## config.mk

```make
export PLATFORM = sky130hd
export DESIGN_NAME = debounce_sync
export DESIGN_NICKNAME = d
export VERILOG_FILES = /design/src/rtl/debounce_pkg.sv /design/src/rtl/debounce_sync_sync_ff_chain.sv /design/src/rtl/debounce_sync.sv
export SDC_FILE = /design/constraint.sdc
export NUM_CORES = 1
export LEC_CHECK = 0
export BUFFER_PORTS_ARGS = -buffer_cell sky130_fd_sc_hd__buf_2
export CAP_MARGIN = 20
export CORE_AREA = 2 2 39 41
export DETAILED_ROUTE_END_ITERATION = 7
export DIE_AREA = 0 0 41 43
export GPL_TIMING_DRIVEN = 0
export SLEW_MARGIN = 20
export SYNTH_ARGS = -nofsm -noshare
export SYNTH_HDL_FRONTEND = slang
export SYNTH_SLANG_ARGS = --single-unit
```

## constraint.sdc

```tcl
create_clock -name clk -period 1.3 [get_ports clk]
set_clock_uncertainty 0.15 [all_clocks]
set_input_delay 0.13 -clock clk [delete_from_list [all_inputs] [get_ports clk]]
set_output_delay 0.13 -clock clk [all_outputs]
set_load 0.005 [all_outputs]
```

## src/rtl/debounce_pkg.sv

```systemverilog
// Shared types and build-time constants for the debounce_sync block.
// Define SYNC3_EN to lengthen the input synchronizer from 2 to 3 flops.
package debounce_pkg;

    typedef enum logic [1:0] {
        IDLE_LOW  = 2'd0,
        WAIT_HIGH = 2'd1,
        IDLE_HIGH = 2'd2,
        WAIT_LOW  = 2'd3
    } state_t;

`ifdef SYNC3_EN
    localparam int SYNC_DEPTH = 3;
`else
    localparam int SYNC_DEPTH = 2;
`endif

endpackage

```

## src/rtl/debounce_sync_sync_ff_chain.sv

```systemverilog
// Multi-flop synchronizer for a single asynchronous bit; every stage resets to 0.
module sync_ff_chain #(
    parameter int DEPTH = 2
) (
    input  logic clk,
    input  logic rst,
    input  logic din,
    output logic dout
);

    logic [DEPTH-1:0] sync_q;
    logic [DEPTH-1:0] sync_d;

    generate
        for (genvar gi = 0; gi < DEPTH; gi++) begin : g_stage
            if (gi == 0) begin : g_first
                assign sync_d[gi] = din;
            end else begin : g_next
                assign sync_d[gi] = sync_q[gi-1];
            end
        end
    endgenerate

    always_ff @(posedge clk or posedge rst) begin
        if (rst) begin
            sync_q <= '0;
        end else begin
            sync_q <= sync_d;
        end
    end

    assign dout = sync_q[DEPTH-1];

endmodule

```

## src/rtl/debounce_sync.sv

```systemverilog
// Debounces a bouncy asynchronous input into a clean level plus rise/fall pulses.
// Synchronizer depth follows SYNC3_EN through debounce_pkg::SYNC_DEPTH.
module debounce_sync
    import debounce_pkg::*;
#(
    parameter int STABLE_CYCLES = 4
) (
    input  logic clk,
    input  logic rst,
    input  logic din,
    output logic dout,
    output logic rise,
    output logic fall
);

    localparam int CNT_W = $clog2(STABLE_CYCLES + 1);
    localparam logic [CNT_W-1:0] CNT_LAST = CNT_W'(STABLE_CYCLES - 1);
    localparam logic [CNT_W-1:0] CNT_ONE  = CNT_W'(1);

    logic             din_sync;
    state_t           state_q, state_d;
    logic [CNT_W-1:0] cnt_q, cnt_d;
    logic             dout_q, dout_d;
    logic             rise_q, rise_d;
    logic             fall_q, fall_d;

    sync_ff_chain #(
        .DEPTH (SYNC_DEPTH)
    ) u_sync (
        .clk  (clk),
        .rst  (rst),
        .din  (din),
        .dout (din_sync)
    );

    always_comb begin
        state_d = state_q;
        cnt_d   = cnt_q;
        dout_d  = dout_q;
        rise_d  = 1'b0;
        fall_d  = 1'b0;
        case (state_q)
            IDLE_LOW: begin
                if (din_sync) begin
                    state_d = WAIT_HIGH;
                    cnt_d   = CNT_ONE;
                end else begin
                    cnt_d   = '0;
                end
            end
            WAIT_HIGH: begin
                // Any reversal drops back to idle so the count always restarts from scratch.
                if (!din_sync) begin
                    state_d = IDLE_LOW;
                    cnt_d   = '0;
                end else if (cnt_q == CNT_LAST) begin
                    state_d = IDLE_HIGH;
                    cnt_d   = '0;
                    dout_d  = 1'b1;
                    rise_d  = 1'b1;
                end else begin
                    cnt_d   = cnt_q + CNT_ONE;
                end
            end
            IDLE_HIGH: begin
                if (!din_sync) begin
                    state_d = WAIT_LOW;
                    cnt_d   = CNT_ONE;
                end else begin
                    cnt_d   = '0;
                end
            end
            WAIT_LOW: begin
                if (din_sync) begin
                    state_d = IDLE_HIGH;
                    cnt_d   = '0;
                end else if (cnt_q == CNT_LAST) begin
                    state_d = IDLE_LOW;
                    cnt_d   = '0;
                    dout_d  = 1'b0;
                    fall_d  = 1'b1;
                end else begin
                    cnt_d   = cnt_q + CNT_ONE;
                end
            end
            default: begin
                state_d = IDLE_LOW;
                cnt_d   = '0;
            end
        endcase
    end

    always_ff @(posedge clk or posedge rst) begin
        if (rst) begin
            state_q <= IDLE_LOW;
            cnt_q   <= '0;
            dout_q  <= 1'b0;
            rise_q  <= 1'b0;
            fall_q  <= 1'b0;
        end else begin
            state_q <= state_d;
            cnt_q   <= cnt_d;
            dout_q  <= dout_d;
            rise_q  <= rise_d;
            fall_q  <= fall_d;
        end
    end

    assign dout = dout_q;
    assign rise = rise_q;
    assign fall = fall_q;

endmodule

```

==> metrics.sh, run 1 <==
OUTCOME='finished, violations left'
VIOLATED_CHECKS='negative setup slack'
FINALWORSTSETUPSLACK_NS=-0.00730
YS_SEQ_AREA_SHARE_PCT=65.6
POWER.LEAKAGE_nW=0.256
HOLD_PATH.CLASS='reg2reg'
MAX_FREQ_GHz=0.765
FINAL.FILL_COUNT=140
NUMBER_OF_ANTENNA_VIOLATIONS_AT_THE_FIRST_CHECK_IN_GLOBAL_ROUTING=0
CRITICAL_PATH_REQUIRED_NS=1.30
POWER_SWITCHING_uW=254
FLOORPLAN.INITIALDENSITY_PCT=27.6
TRITONCTS.NUM_BUFFERS=3
SYN_INST=27
CHIPWIDTH_UM=41
VIA_CELL_RATIO=4.44
PLACEMENTROWS=14
CTSHTREEMAXLEVEL=1
DETAILEDROUTE.FIRSTPASSITERATIONCOUNT=3
CRITPATHCAPTURETYPE='flip-flop'
MAX-CLOCK-PATH-BUFFERS=2
CLOCK_TREE_FROM_TRITONCTS='built'
MAXSLEWVIOLCOUNT=0
PWR-SHARE-CLK_PCT=28.7
TIMING.HOLD.WS_NS=0.200
RELSLEWSLACK_PCT=76.1
CTS_ROOT_BUF='sky130_fd_sc_hd__clkbuf_4'
FINAL_POWER_uW=966
POWER_REPORT.INTERNAL_TOTAL_uW=712
CELLPOWERDENSITY_nW_PER_UM2=1790
PATH_MAX_FANOUT=3
DETAIL_ROUTE.DRC_VIOLATIONS=0
YOSYS.AREA.TOP_TYPE='sky130_fd_sc_hd__dfrtp_1'
DIE-AREA_UM2=1760
DETAILEDROUTE.FIRSTITERATIONVIOLATIONS=1
DESIGN.PORTCOUNT=6
PLACED_AREA_UM2=429
SYNTHDISTINCTLIBCELLS=13
HOLD_FAILS_FINAL_RPT=0
YOSYS_REGISTER_BITS=10
PORTBUFFERS=5
PATH_CLK_SLEW_NS=0.07
GRT_SETUP_UNREPAIRED='yes'
SETUP-VIOLATIONS-FINAL=2
CRITPATHARRIVALTIME_NS=1.30
YOSYS-TOP-CELLS-AREA='sky130_fd_sc_hd__dfrtp_1 66%, sky130_fd_sc_hd__nor3b_2 6.6%, sky130_fd_sc_hd__o21ai_0 3.9%'
WORST_PATH_LARGEST_CELL_DELAY_NS=0.38
ANTENNA_LEFT=0
PERIOD_NEEDED_NS=1.31
GRT_FIRST_PASS_WIRELENGTH_UM=1050
GRT_START_MAX_NET_PINS=11
FIRST_GLOBAL_VIAS=270
STDCELL_AREA_UM2=538
SYNTH.CELL_AREA_UM2=382
CTS.SINK_COUNT=10
DIE-HEIGHT_UM=43
GRT_USAGE_PCT=9.51
POSTSYNTHNETCOUNT=31
FINAL_CORE_UTIL_PCT=38.9
SEQ_POWER_SHARE_PCT=44.8
TIGHTEST_SLEW_NS=0.358
CRIT_CHAIN='ha_2, and2b_2, a31oi_1, o21ai_1'
ANTENNA_CELLS=0
ROUTEDWLPERCELL_UM=10.6
OVERFLOW=0
AVERAGE_FOOTPRINT_OF_A_SYNTHESIZED_CELL_UM2=14.1
CLK-INSERTION-DELAY-LATE_NS=0.26
MAX_CAP_VIOL_COUNT=0
DR_TOTAL_VIAS=262
VDD_IR_DROP_MAX_mV=0.808
SW_FRAC_OF_TOTAL_PCT=26.3
GP_CONGESTION=0.635
YOSYSTOPAREACELLSHARE_PCT=65.6
PLACEABLECOREAREA_UM2=1380
DETAILEDPLACE.WORSTSLACK_NS=-0.0766
COMB_POWER_SHARE_PCT=26.5
POST_ROUTE_CELLS_DRIVE_ABOVE_1_SHARE_PCT=53.5
DESIGN.FINAL.NETS=48
HPWLAFTERDP_UM=421
CRITICAL_PATH_CLASS='reg2reg'
START_KIND='flip-flop'
FINALCRITPERIODSHARE_PCT=101
MAX_STAGE_DELAY_CELL_WORST_PATH='sky130_fd_sc_hd__dfrtp_1'
SYNTH.YOSYS.WARNINGS=0
DRT-TOTAL-WL_UM=625
AREA_GROWTH_SYN_TO_FIN_PCT=41.0
-- cell usage in the layout, fill, tap and decap left out, types with 2 or more instances in the layout --
| cell | synthesis | layout |
|---|---|---|
| sky130_fd_sc_hd__dfrtp_1 | 10 | 10 |
| sky130_fd_sc_hd__dlygate4sd3_1 | 0 | 2 |
| sky130_fd_sc_hd__nor3b_2 | 2 | 4 |
| sky130_fd_sc_hd__buf_2 | 0 | 5 |
| sky130_fd_sc_hd__and2_2 | 2 | 2 |
| sky130_fd_sc_hd__clkbuf_4 | 0 | 3 |
| sky130_fd_sc_hd__buf_4 | 0 | 5 |
| sky130_fd_sc_hd__o21ai_1 | 0 | 2 |
-- logic make-up (layout without fill, tap and decap cells) --
group	Yosys count	after routing	share of synthesized area (%)
AND/OR/NAND/NOR	9	9	19.3
XOR/XNOR	1	1	2.30
buffers and inverters	1	17	0.983
multiplexers	1	1	2.95
adder cells (fa/ha/maj)	1	1	3.28
flip-flops	10	10	65.6
AO/OA/AOI/OAI	4	4	5.57
-- layout make-up --
| class | instances | area, µm² | area share (%) |
|---|---|---|---|
| flip-flops and latches | 10 | 250 | 46.5 |
| multi-input cells | 16 | 145 | 27.0 |
| repair buffers | 12 | 82.6 | 15.3 |
| clock buffers | 4 | 36.3 | 6.74 |
| well taps | 16 | 20.0 | 3.72 |
| inverters | 1 | 3.75 | 0.698 |
-- repair_timing --
item                                    CTS  global route
endpoints found under the hold margin    11             0
pin swaps                                 1             3
buffers inserted                          3             2
hold buffers                              2             0
endpoints found under the setup margin    2             6
gates resized for setup                   0             6
-- cells in the mapped netlist --
| library cell | instances |
|---|---|
| sky130_fd_sc_hd__inv_1 | 1 |
| sky130_fd_sc_hd__nor3b_2 | 2 |
| sky130_fd_sc_hd__nor3b_1 | 2 |
| sky130_fd_sc_hd__ha_1 | 1 |
| sky130_fd_sc_hd__xor2_1 | 1 |
| sky130_fd_sc_hd__mux2_2 | 1 |
| sky130_fd_sc_hd__and2_2 | 2 |
| sky130_fd_sc_hd__nand3b_1 | 1 |
| sky130_fd_sc_hd__o21ai_0 | 3 |
| sky130_fd_sc_hd__a31oi_1 | 1 |
| sky130_fd_sc_hd__and2b_1 | 1 |
| sky130_fd_sc_hd__nand2_1 | 1 |
| sky130_fd_sc_hd__dfrtp_1 | 10 |
-- stage by stage --
stage / TNS (ns) / cells
CTS: -0.00741 / 57
global placement: -0.0563 / 48
finish: -0.0124 / 59
detailed placement: -0.0766 / 48
global route: -0.261 / 59
floorplan: 0 / 27
-- critical path, delay by kind of cell, from the launching register on --
kind	cells	cell delay, ns
fa+ha+maj	1	0.20
flops	1	0.38
simple gates	1	0.21
compound gates	2	0.25
-- sequential cells by signal (all words and copies together), names as in the netlist, named ones only --
| register | count |
|---|---|
| u_sync.sync_q | 2 |
| cnt_q | 3 |
| fall | 1 |
| state_q | 1 |
| rise | 1 |
| dout | 1 |
-- power by group through the flow --
stage	Sequential (mW)	Clock [mW]	Combinational [mW]
floorplan	0.424	0	0.144
finish	0.432	0.278	0.256
global route	0.443	0.306	0.289
global placement	0.433	0	0.164
CTS	0.429	0.286	0.220
detailed placement	0.436	0	0.181
-- layer usage --
| metal | global-route usage [%] | wire length, µm | vias to the layer above |
|---|---|---|---|
| met4 | 8.00 | 0 | 0 |
| met1 | 11.3 | 278 | 131 |
| li1 | - | - | 124 |
| met3 | 4.71 | 31 | 0 |
| met2 | 12.2 | 315 | 7 |
| met5 | 0 | 0 | - |
-- worst paths after layout --
kind	depth (start not counted)	startpoint	slack, ns	end
max in group asynchronous	3	rst	0.53	fall
setup reg to reg	4	cnt_q[0]	-0.007	dout
hold / removal	0	u_sync.sync_q[0]	0.20	u_sync.sync_q[1]
setup / recovery	4	cnt_q[0]	-0.007	dout
hold reg to reg	0	u_sync.sync_q[0]	0.20	u_sync.sync_q[1]
min in group asynchronous	3	rst	0.21	rise
Power figures use the tool's default switching activity.
==> run 2, diff against run 1 <==
CELL_PAD_IN_SITES_DETAIL_PLACEMENT = 1   (was not set)
CELL_PAD_IN_SITES_GLOBAL_PLACEMENT = 1   (was not set)
CTS_CLUSTER_DIAMETER = 150   (was not set)
PLACE_DENSITY_LB_ADDON = 0.1   (was not set)
clock period = 1.4 ns   (was 1.3 ns; I/O delays follow)
==> run 2 against run 1 <==
Against the previous run: the run now ends clean; core utilization decreased by 3.0 points; non-clock buffer count decreased by 4; die area unchanged; worst hold slack improved by 0.0063 ns; flip-flop and latch count unchanged; first-iteration DRC count unchanged; wire length decreased by 4.5%; sequential share of layout area increased by 3.9 points; final cell count decreased by 6.8%; largest power group unchanged; highest routed layer unchanged.
==> metrics.sh, run 2 (same netlist as run 1, synthesis figures left out) <==
HOLD_PATH.CLASS='reg2reg'
CRITICAL_PATH_CLASS='reg2reg'
POWER.LEAKAGE_nW=0.233  # -8.8%
HOLD_PATH.STARTPOINT='u_sync.sync_q[0]'
GRT_USAGE_PCT=9.38  # -0.13 points
CLOCK_TREE_FROM_TRITONCTS='built'
CTS.SINK_COUNT=10  # unchanged
CRITPATHARRIVALTIME_NS=1.32  # +0.02 ns
RELSLEWSLACK_PCT=75.6  # -0.49 points
GRT_FIRST_PASS_WIRELENGTH_UM=1010  # -3.2%
DESIGN.FINAL.NETS=44  # -8.3%
ROUTEDWLPERCELL_UM=10.9  # +2.5%
AREA_GROWTH_SYN_TO_FIN_PCT=30.2
PLACEMENTROWS=14  # unchanged
WORST_PATH_DOMINANT_CELL_FAMILY='flip-flops'
CTSHTREEMAXLEVEL=1  # unchanged
DETAILEDPLACE.WORSTSLACK_NS=-0.0215  # +0.0551 ns
WORST_PATH_LARGEST_CELL_DELAY_NS=0.38  # about the same
PLACED_AREA_UM2=427  # -0.58%
FIRST_GLOBAL_VIAS=264  # -2.2%
LAYOUT_COMMON_CELLS='10 x sky130_fd_sc_hd__dfrtp_1, 5 x sky130_fd_sc_hd__buf_2, 3 x sky130_fd_sc_hd__o21ai_0, 3 x sky130_fd_sc_hd__clkbuf_4'
FINALCRITPERIODSHARE_PCT=94.7  # -5.8 points
CRITPATHCAPTURETYPE='flip-flop'
REG2REG_SETUP_SLACK_NS=0.07  # +0.08 ns
FLOORPLAN.INITIALDENSITY_PCT=27.6  # unchanged
TIMING.HOLD.WS_NS=0.207  # +0.00630 ns
TRITONCTS.NUM_BUFFERS=3  # unchanged
GP_CONGESTION=0.618  # -2.7%
FINAL.FILL_COUNT=162  # +16%
OVERFLOW=0  # unchanged
TIGHTEST_SLEW_NS=0.366  # +0.00741 ns
TNS_NS=0  # +0.0124 ns
DETAIL_ROUTE.DRC_VIOLATIONS=0  # unchanged
DIE-AREA_UM2=1760  # unchanged
MAX_FREQ_GHz=0.754  # -1.4%
DRT-TOTAL-WL_UM=597  # -4.5%
DESIGN.PORTCOUNT=6  # unchanged
VDD_IR_DROP_MAX_mV=0.641  # -21%
ANTENNA_LEFT=0  # unchanged
DETAILEDROUTE.FIRSTITERATIONVIOLATIONS=1  # unchanged
START_KIND='flip-flop'
GRT_SETUP_UNREPAIRED='no'
CTS_ROOT_BUF='sky130_fd_sc_hd__clkbuf_4'
INSTANCES_NO_FILL=55  # -6.8%
MAXSLEWVIOLCOUNT=0  # unchanged
CRIT_BUF_INV=0  # unchanged
NUMBER_OF_ANTENNA_VIOLATIONS_AT_THE_FIRST_CHECK_IN_GLOBAL_ROUTING=0  # unchanged
PATH_MAX_FANOUT=3  # unchanged
VIA_CELL_RATIO=4.47  # +0.72%
CRIT_CHAIN='ha_2, nand3b_1, mux2_4'
FINAL_CORE_UTIL_PCT=35.9  # -3.0 points
PLACE_INST=48  # unchanged
POST_ROUTE_CELLS_DRIVE_ABOVE_1_SHARE_PCT=41.0  # -12 points
SETUP-VIOLATIONS-FINAL=0  # -2
PERIOD_NEEDED_NS=1.33  # +0.0188 ns
CRITICAL_PATH_REQUIRED_NS=1.39  # +0.09 ns
DETAILEDROUTE.FIRSTPASSITERATIONCOUNT=2  # -1
CRITICAL_PATH_DEPTH=3  # -1
LAYOUT_TOP_REGISTERS='cnt_q (3), u_sync.sync_q (2)'
FINALWORSTSETUPSLACK_NS=0.0739  # +0.0812 ns
CHIPWIDTH_UM=41  # unchanged
MAX_FLOP_REGISTER='cnt_q'
DIE-HEIGHT_UM=43  # unchanged
TIMING.HOLD.WORST_ENDPOINT='u_sync.sync_q[1]'
NUMBER_OF_CELLS_ON_THE_WORST_HOLD_PATH=0  # unchanged
CELLPOWERDENSITY_nW_PER_UM2=1670  # -7.0%
PORTBUFFERS=5  # unchanged
LARGEST_REG_FLOPS=3  # unchanged
MAX-CLOCK-PATH-BUFFERS=2  # unchanged
STDCELL_AREA_UM2=497  # -7.7%
MAX_STAGE_DELAY_CELL_WORST_PATH='sky130_fd_sc_hd__dfrtp_1'
MAX_CAP_VIOL_COUNT=0  # unchanged
CLK-INSERTION-DELAY-LATE_NS=0.26  # about the same
MOSTFREQUENTLAYOUTCELL='sky130_fd_sc_hd__dfrtp_1'
R2R.WORST_PATH.CELLS=3  # -1
OUTCOME='finished, final reports clean'
PATH_CLK_SLEW_NS=0.06  # about the same
CRITICAL_PATH.REG2REG.STARTPOINT='cnt_q[0]'
FINAL_POWER_uW=829  # -14%
PLACEABLECOREAREA_UM2=1380  # unchanged
DR_TOTAL_VIAS=246  # -6.1%
GRT_START_MAX_NET_PINS=11  # unchanged
ANTENNA_CELLS=0  # unchanged
HOLD_FAILS_FINAL_RPT=0  # unchanged
## run 2: changes by cell type in the layout (fill, tap and decap cells not counted)
| cell | before | now |
|---|---|---|
| sky130_fd_sc_hd__nor3b_2 | 4 | 2 |
| sky130_fd_sc_hd__nor3b_1 | 0 | 2 |
| sky130_fd_sc_hd__buf_4 | 5 | 1 |
| sky130_fd_sc_hd__and2b_2 | 1 | 0 |
| sky130_fd_sc_hd__o21ai_1 | 2 | 0 |
| sky130_fd_sc_hd__and2b_1 | 0 | 1 |
| sky130_fd_sc_hd__o21ai_0 | 1 | 3 |
## run 2: layout make-up
cell class              count  area (µm²)  area share, %
clock buffers               4        36.3           7.30
multi-input cells          16         134           27.0
inverters                   1        3.75          0.756
repair buffers              8        52.6           10.6
flip-flops and latches     10         250           50.4
well taps                  16        20.0           4.03
## run 2: report_power, final
group          total [mW]  switching (mW)  leakage (nW)  internal, mW
combinational       0.178          0.0716        0.0883         0.106
clock               0.249          0.0914        0.0210         0.158
sequential          0.402          0.0502         0.124         0.352
total               0.829           0.213         0.233         0.616
## run 2: how the worst max path moves through the flow
stage,startpoint,endpoint,slack (ns)
final,cnt_q[0],flip-flop,0.07
after global routing,cnt_q[0],fall,0.002
after CTS,cnt_q[0],flip-flop,0.01
after detailed placement,cnt_q[0],flip-flop,-0.02
after global placement,cnt_q[0],flip-flop,-0.02
after floorplan,cnt_q[0],flip-flop,0.07
## run 2: metal layers
metal	up-vias	part of all wire, %	global-route usage [%]
met1	124	42	9.80
met2	4	55	13.1
met5	-	0	0
met4	0	0	8.00
met3	0	2.8	4.71
li1	118	-	-
## run 2: timing repair
action | CTS | global route
endpoints found under the hold margin | 11 | 0
hold buffers | 2 | 0
pin swaps | 1 | 1
resized for setup | 0 | 2
setup endpoints to repair | 1 | 2
buffers inserted | 1 | 0
## run 2: worst register-to-register path: stages, from the launching register on
cell and delay [ns]:
sky130_fd_sc_hd__dfrtp_1 0.38, sky130_fd_sc_hd__ha_2 0.20, sky130_fd_sc_hd__nand3b_1 0.16, sky130_fd_sc_hd__mux2_4 0.31
